## config.mk

```make
export PLATFORM = sky130hd
export DESIGN_NAME = xs3_scan_ctrl
export DESIGN_NICKNAME = d
export VERILOG_FILES = /design/src/rtl/xs3_scan_ctrl.sv
export SDC_FILE = /design/constraint.sdc
export NUM_CORES = 1
export LEC_CHECK = 0
export CAP_MARGIN = 20
export CORE_MARGIN = 4
export CORE_UTILIZATION = 30
export DETAILED_ROUTE_END_ITERATION = 10
export DONT_BUFFER_PORTS = 1
export GPL_TIMING_DRIVEN = 0
export HOLD_SLACK_MARGIN = 0.1
export PLACE_DENSITY_LB_ADDON = 0.12
export SLEW_MARGIN = 5
export SYNTH_ARGS = -nofsm -noshare
export SYNTH_HDL_FRONTEND = slang
export SYNTH_SLANG_ARGS = --single-unit
```

## constraint.sdc

```tcl
create_clock -name clk -period 5.73 [get_ports clk]
set_clock_uncertainty 0.1 [all_clocks]
set_input_delay 1.146 -clock clk [delete_from_list [all_inputs] [get_ports clk]]
set_output_delay 1.146 -clock clk [all_outputs]
set_load 0.03 [all_outputs]
```

## src/rtl/xs3_scan_ctrl.sv

```systemverilog
// Excess-3 one-of-ten scan sequencer: steps a blanked excess-3 code through NDIG
// positions, samples the key return at each dwell end, debounces and reports keys.
module xs3_scan_ctrl #(
  parameter int unsigned NDIG  = 10,
  parameter int unsigned DWELL = 8,
  parameter int unsigned BLANK = 1,
  parameter int unsigned DEB   = 2
) (
  input  logic       clk,
  input  logic       clr_,
  input  logic       run,
  input  logic       start,
  input  logic       ret_,
  input  logic       key_ack,
  output logic       a,
  output logic       b,
  output logic       c,
  output logic       d,
  output logic [3:0] pos,
  output logic       busy,
  output logic       scan_done,
  output logic       key_valid,
  output logic [3:0] key_code
);

  localparam int unsigned MAXT = (DWELL > BLANK) ? DWELL : BLANK;
  localparam int unsigned TW   = $clog2(MAXT + 1);
  localparam int unsigned PW   = 4;
  localparam int unsigned CW   = 3;

  typedef enum logic [1:0] {S_IDLE, S_BLANK, S_DWELL} state_t;

  state_t          state_q, state_nx;
  logic [TW-1:0]   tmr_q, tmr_nx;
  logic [PW-1:0]   pos_nx;
  logic            os_q, os_nx;
  logic            hit_vld_q, hit_vld_nx;
  logic [PW-1:0]   hit_pos_q, hit_pos_nx;
  logic            cand_vld_q, cand_vld_nx;
  logic [PW-1:0]   cand_q, cand_nx;
  logic [CW-1:0]   cnt_q, cnt_nx;
  logic            rep_q, rep_nx;
  logic [PW-1:0]   code_q, code_nx;
  logic            busy_nx, sd_nx, kv_nx;
  logic [PW-1:0]   kc_nx;
  logic            scan_end;
  logic            smp_vld;
  logic [PW-1:0]   smp_pos;

  assign {d, c, b, a} = code_q;

  // State and output registers
  always_ff @(posedge clk or negedge clr_) begin
    if (!clr_) begin
      state_q    <= S_IDLE;
      tmr_q      <= '0;
      pos        <= '0;
      os_q       <= 1'b0;
      hit_vld_q  <= 1'b0;
      hit_pos_q  <= '0;
      cand_vld_q <= 1'b0;
      cand_q     <= '0;
      cnt_q      <= '0;
      rep_q      <= 1'b0;
      code_q     <= '0;
      busy       <= 1'b0;
      scan_done  <= 1'b0;
      key_valid  <= 1'b0;
      key_code   <= '0;
    end else begin
      state_q    <= state_nx;
      tmr_q      <= tmr_nx;
      pos        <= pos_nx;
      os_q       <= os_nx;
      hit_vld_q  <= hit_vld_nx;
      hit_pos_q  <= hit_pos_nx;
      cand_vld_q <= cand_vld_nx;
      cand_q     <= cand_nx;
      cnt_q      <= cnt_nx;
      rep_q      <= rep_nx;
      code_q     <= code_nx;
      busy       <= busy_nx;
      scan_done  <= sd_nx;
      key_valid  <= kv_nx;
      key_code   <= kc_nx;
    end
  end

  // Next-state, scan sequencing, debounce and report
  always_comb begin
    state_nx    = state_q;
    tmr_nx      = tmr_q;
    pos_nx      = pos;
    os_nx       = os_q;
    hit_vld_nx  = hit_vld_q;
    hit_pos_nx  = hit_pos_q;
    cand_vld_nx = cand_vld_q;
    cand_nx     = cand_q;
    cnt_nx      = cnt_q;
    rep_nx      = rep_q;
    kv_nx       = key_valid;
    kc_nx       = key_code;
    scan_end    = 1'b0;
    // Running "lowest hit" including this dwell's sample
    smp_vld     = hit_vld_q | ~ret_;
    smp_pos     = hit_vld_q ? hit_pos_q : pos;

    case (state_q)
      S_IDLE: begin
        if (run || start) begin
          state_nx = S_BLANK;
          tmr_nx   = '0;
          pos_nx   = '0;
          os_nx    = start & ~run;
        end
      end
      S_BLANK: begin
        if (tmr_q == TW'(BLANK - 1)) begin
          state_nx = S_DWELL;
          tmr_nx   = '0;
        end else begin
          tmr_nx = tmr_q + TW'(1);
        end
      end
      S_DWELL: begin
        if (tmr_q == TW'(DWELL - 1)) begin
          tmr_nx = '0;
          if (pos == PW'(NDIG - 1)) begin
            scan_end   = 1'b1;
            hit_vld_nx = 1'b0;
            hit_pos_nx = '0;
            pos_nx     = '0;
            if (run && !os_q) begin
              state_nx = S_BLANK;
            end else begin
              state_nx = S_IDLE;
              os_nx    = 1'b0;
            end
          end else begin
            state_nx   = S_BLANK;
            pos_nx     = pos + PW'(1);
            hit_vld_nx = smp_vld;
            hit_pos_nx = smp_pos;
          end
        end else begin
          tmr_nx = tmr_q + TW'(1);
        end
      end
      default: state_nx = S_IDLE;
    endcase

    if (scan_end) begin
      if (!smp_vld) begin
        cand_vld_nx = 1'b0;
        cnt_nx      = '0;
        rep_nx      = 1'b0;
      end else if (cand_vld_q && (cand_q == smp_pos)) begin
        if (cnt_q < CW'(DEB)) cnt_nx = cnt_q + CW'(1);
      end else begin
        cand_vld_nx = 1'b1;
        cand_nx     = smp_pos;
        cnt_nx      = CW'(1);
      end
    end

    if (key_valid && key_ack) kv_nx = 1'b0;

    // A press arriving while a key is still pending is consumed silently
    if (scan_end && (cnt_nx == CW'(DEB)) && !rep_q) begin
      rep_nx = 1'b1;
      if (!key_valid) begin
        kv_nx = 1'b1;
        kc_nx = cand_nx;
      end
    end

    code_nx = (state_nx == S_DWELL) ? PW'(pos_nx + PW'(3)) : '0;
    busy_nx = (state_nx != S_IDLE);
    sd_nx   = scan_end;
  end

endmodule

```

; ---- Yosys cells after proc, flatten, opt, wreduce, memory -nomap -nowiden
; Index checks and enable logic that the tools add are counted.
[classes]
add_sub_neg = 4
n_mul = 0
n_div = 0
n_lt_le_gt_ge = 1
eq_ne = 13
n_shift = 0
mux = 41
bitwise_logic = 5
reduce_logical = 20
[op_table]
columns = cell, n
row1 = $mux 4, 12
row2 = $mux 1, 17
row3 = $mux 3, 4
row4 = $pmux 4 s3, 1
row5 = $ne 2x2->1 const B, 5
row6 = $reduce_and 2->1, 5
row7 = $add 4x1->4 const B, 2
row8 = $mux 2, 4
row9 = $pmux 4 s2, 1
row10 = $pmux 2 s3, 1
row11 = $reduce_bool 2->1, 3
row12 = $logic_and 1x1->1, 5
row13 = $reduce_and 5->1, 1
row14 = $add 4x2->4 const B, 1
row15 = $eq 2x2->1 const B, 2
row16 = $eq 4x3->1 const B, 1
row17 = $eq 4x4->1, 1
row18 = $eq 4x4->1 const B, 1
row19 = $logic_not 4->1, 1
row20 = $add 3x1->3 const B, 1
row21 = $eq 3x2->1 const B, 1
row22 = $lt 3x2->1 const B, 1
row23 = $not 1->1, 3
row24 = $reduce_bool 3->1, 1
row25 = other kinds (8), 9
[totals]
ff_bits = 36
latch_bits = 0
mem_bits_rw = 0
rom_bits = 0
input_bits = 6
output_inout_bits = 15
elab_cells = 99
memories = 0

; ---- Depth between registers and ports, before layout
[depth]
word_depth = 11
depth_mapped = 10
ltp_nobuf = 9

; ---- Worst setup path before layout
; No wires, ideal clock.
[synth_path]
path_kind = input-to-reg
start = input start
end = register code_q[2]
setup_ns = 0.120
arrival_time_ns = 2.199
t_required_ns = 5.510
path_slack_ns = 3.311
stages = 7
n_path_buf = 0
path_cell_list = nor3b_1 or2_1 a211o_1 inv_1 ha_1 xor2_1 nor2_1
[synth_via]
elab_chain_len = 5
elab_cells_between_ends = 8
classes_between = 1 x add/sub / 1 x eq/ne / 5 x mux / 1 x reduce/logical
[synth_lines]
columns = element, line_no
row1 = "start, declared", 12  ; input logic start,
row2 = $logic_or 1x1->1, 110  ; if (run || start) begin
row3 = $mux 4, 110
row4 = $pmux 4 s2, 108  ; case (state_q)
row5 = net pos_nx[1], 35  ; logic [PW-1:0] pos_nx;
row6 = $add 4x2->4, 177  ; code_nx = (state_nx == S_DWELL) ? PW'(pos_nx + PW'(3)) : '0;
row7 = $mux 4, 177
row8 = net code_nx[2], 43  ; logic [PW-1:0] code_q, code_nx;
row9 = "end signal, assigned", 81  ; code_q <= code_nx;
row10 = "end, declared", 43
; The timed path passes the listed nets, and every way through them passes these cells.
; A chain may end at the register's enable or synchronous reset.

; ---- Worst setup path in the final report
[layout_path]
start = register pos[0]
end = register key_code[0]
[layout_via]
elab_cells_between_ends = 17
classes_between = 3 x eq/ne / 10 x mux / 4 x reduce/logical
[layout_lines]
columns = element, line_no
row1 = "start, declared", 19  ; output logic [3:0] pos,
row2 = "start signal, assigned", 73  ; pos <= pos_nx;
row3 = $mux 4, 106  ; smp_pos = hit_vld_q ? hit_pos_q : pos;
row4 = $eq 4x4->1, 157  ; end else if (cand_vld_q && (cand_q == smp_pos)) begin
row5 = $logic_and 1x1->1, 157
row6 = $mux 4, 157
row7 = $mux 4, 153  ; if (!smp_vld) begin
row8 = $mux 4 *, 152  ; if (scan_end) begin
row9 = net cand_nx[0], 40  ; logic [PW-1:0] cand_q, cand_nx;
row10 = "end signal, assigned", 85  ; key_code <= kc_nx;
row11 = "end, declared", 23  ; output logic [3:0] key_code
; The timed path passes the listed nets; every way through them passes the cells marked *.

==> key figures <==
Logic synthesis
  – Netlist cell types: 47
  – Post-synth EDFFs: 0
  – FF+latch count, synth: 36
  – Dominant synthesized flop cell: dfrtp_1
  – Syn Std Cell Area: 0.00194 mm2
  – Commonest cells post-synth: 36 x dfrtp_1, 21 x nor2_1, 17 x inv_1, 13 x a21oi_1, 11 x ha_1
  – Synth Warn #: 0
  – Post-synth top area share: 46.4%
  – Async SR Flop Fraction: 100%
  – Most frequent cell after synthesis: dfrtp_1
  – Synth area leader: dfrtp_1
  – Syn Inst Count: 190
  – Syn avg cell area: 10.2 um2
  – Syn Nets: 207
  – Largest cells by area after synthesis: dfrtp_1 46%, ha_1 7.1%, nor2_1 4.1%
  – Register area share after synthesis: 46.4%

STA
  – FMAX: 0.376 GHz
  – RSZ-0062 raised after global routing: false
  – Slew Viols, Final: 0
  – Hold_ws: 0.390 ns
  – Setup_tns: 0 ns
  – Final period util: 46.4%
  – Worst slew pin tran: 0.558 ns
  – Slew headroom: 62.8%
  – Final min period: 2.66 ns
  – # setup viols final: 0
  – Fin. Hold Viols: 0

GRT
  – GRT Util Overall: 11.5%
  – GRT Residual Overflow: 0
  – Global-route wire length before repair: 6900 um
  – Largest net degree at the start of global routing: 37
  – Initial antenna violation count: 0
  – Vias in the first global route: 1,417

Critical path
  – Crit-path max FO: 10
  – Crit. End Element: flop
  – Worst r2r src: pos[0]
  – Cells on worst reg2reg path: 7
  – Worst path required time: 5.80 ns
  – Crit start category: flop
  – Reg2Reg Setup Slack: 3.07 ns
  – RR Endpoint: key_code[0]
  – Arr. time, crit path: 2.73 ns
  – Setup Crit Path Kind: flop to flop

Placed design
  – Placed insts: 267
  – Final HPWL DP: 2850 um
  – Final Wtd Congestion: 0.766
  – Port-buffer cells: 0

Worst hold path
  – Worst hold endpoint: hit_pos_q[2]
  – Hold Startpoint: hit_pos_q[2]
  – Hold-critical path depth: 2
  – HP Class: flop to flop

Power
  – PwrDens: 297 mW/mm2
  – VDD IR max: 0.147 mV
  – Total leakage power: 0.962 nW

Layout
  – Share of layout cells above drive strength 1: 11.7%
  – Finished Layout Cells: 274
  – Area Overhead vs Synth: 8.96%
  – Fillers: 656
  – Antenna Cells: 0
  – Core Util, Final: 33.5%
  – Final Net Count: 214

Clock network
  – H-tree levels: 2
  – CTS tree: done
  – CTS sink cnt: 36
  – Clock-pin slew of the registers on the worst-case setup and hold paths: 0.07 ns
  – CTS max path bufs: 2
  – CTS Hold Buffers Added: 0
  – CTS Root Cell: clkbuf_8
  – Clock Latency Late Sink: 0.28 ns
  – CTS buffer count: 5
  – Post_cts resized: 0
  – Post-CTS Repair Setup Buffers: 0

Run
  – Max_cap viols: 0

Route
  – Via count: 1,353
  – Number of nets still failing antenna checks after routing: 0
  – WL final: 3880 um
  – Drt via density: 4.94
  – Drt wl/cell: 14.2 um
  – DRC: 0
  – Initial DRT Pass Iterations: 4
  – Initial drt markers: 30

Floorplan
  – Io pins: 21
  – Initial Util: 30.7%
  – Die height: 88.4 um
  – Die ar.: 0.00782 mm2
  – Die width: 88.4 um
  – Area of the core: 0.00631 mm2
  – Num rows: 29

Run status
  – Outcome: finished, final reports clean
## state kept, by name (all words and copies together) (netlist names), 2 cells and up
signal     cells
cand_q         4
state_q        2
pos            4
code_q         4
cnt_q          3
hit_pos_q      4
key_code       4
tmr_q          4
## worst max-delay path, cell delays in order (launching register included)
cell     delay, ns
dfrtp_1       0.70
ha_1          0.28
and3b_1       0.15
buf_2         0.14
nand3_2       0.20
a21oi_2       0.32
mux2_1        0.38
mux2_4        0.27
## worst max path at each step
| stage | slack (ns) | startpoint | to |
|---|---|---|---|
| after floorplan | 3.31 | start | code_q[2] |
| after global placement | 3.05 | pos[0] | key_code[0] |
| after detailed placement | 3.05 | pos[0] | key_code[0] |
| after CTS | 3.04 | pos[0] | key_code[0] |
| after global routing | 2.81 | pos[0] | key_code[0] |
| final | 3.07 | pos[0] | key_code[0] |
## cells in the final DEF, fill, tap and decap left out, types with 4 or more instances in the layout
cell and count:
dfrtp_1 36, nor2_1 21, inv_1 17, a21oi_1 13, ha_1 11, nor3_1 9
o21ai_0 8, mux2_4 5, nand3_1 5, clkbuf_8 5, buf_2 4, mux2i_1 4
nand2_1 4, xor2_1 4, a22o_1 4
## layout make-up
cell class                 instances  area (um2)  area share (%)
multi-input combinational        132         945            44.7
sequential                        36         901            42.6
tap                               77        96.3            4.56
clock buffer                       6        72.6            3.43
inverter                          17        63.8            3.02
buffer                             5        31.3            1.48
clock inverter                     1        5.00           0.237
## report_power, final
group	total, mW	switching, mW	internal, mW
Sequential	0.317	0.0396	0.277
Combinational	0.142	0.0905	0.0518
Clock	0.168	0.0852	0.0826
Total	0.627	0.215	0.412
## kinds of logic after synthesis
family	count (synthesis)	share of synthesized area (%)
buf+inv	22	4.90
fa+ha+maj	11	7.09
xor+xnor	7	3.16
mux	10	6.51
flops	36	46.4
compound gates	44	14.6
simple gates	60	17.3
## routing by layer
metal,track usage [%],vias to the layer above,part of all wire [%],wire length [um]
met4,4.12,0,1.1,42
li1,-,681,-,-
met2,17.3,24,45,1750
met5,0,-,0,0
met1,14.5,643,47,1810
met3,5.03,5,7.2,279
## metrics by stage
stage / total power [mW] / instance area (um2) / setup slack, ns
after floorplan: 0.431 / 1940 / 3.31
after global placement: 0.462 / 2040 / 3.05
after detailed placement: 0.465 / 2040 / 3.05
after CTS: 0.642 / 2110 / 3.04
after global routing: 0.680 / 2110 / 2.81
final: 0.627 / 2110 / 3.07
(Power assumes the default switching activity.)
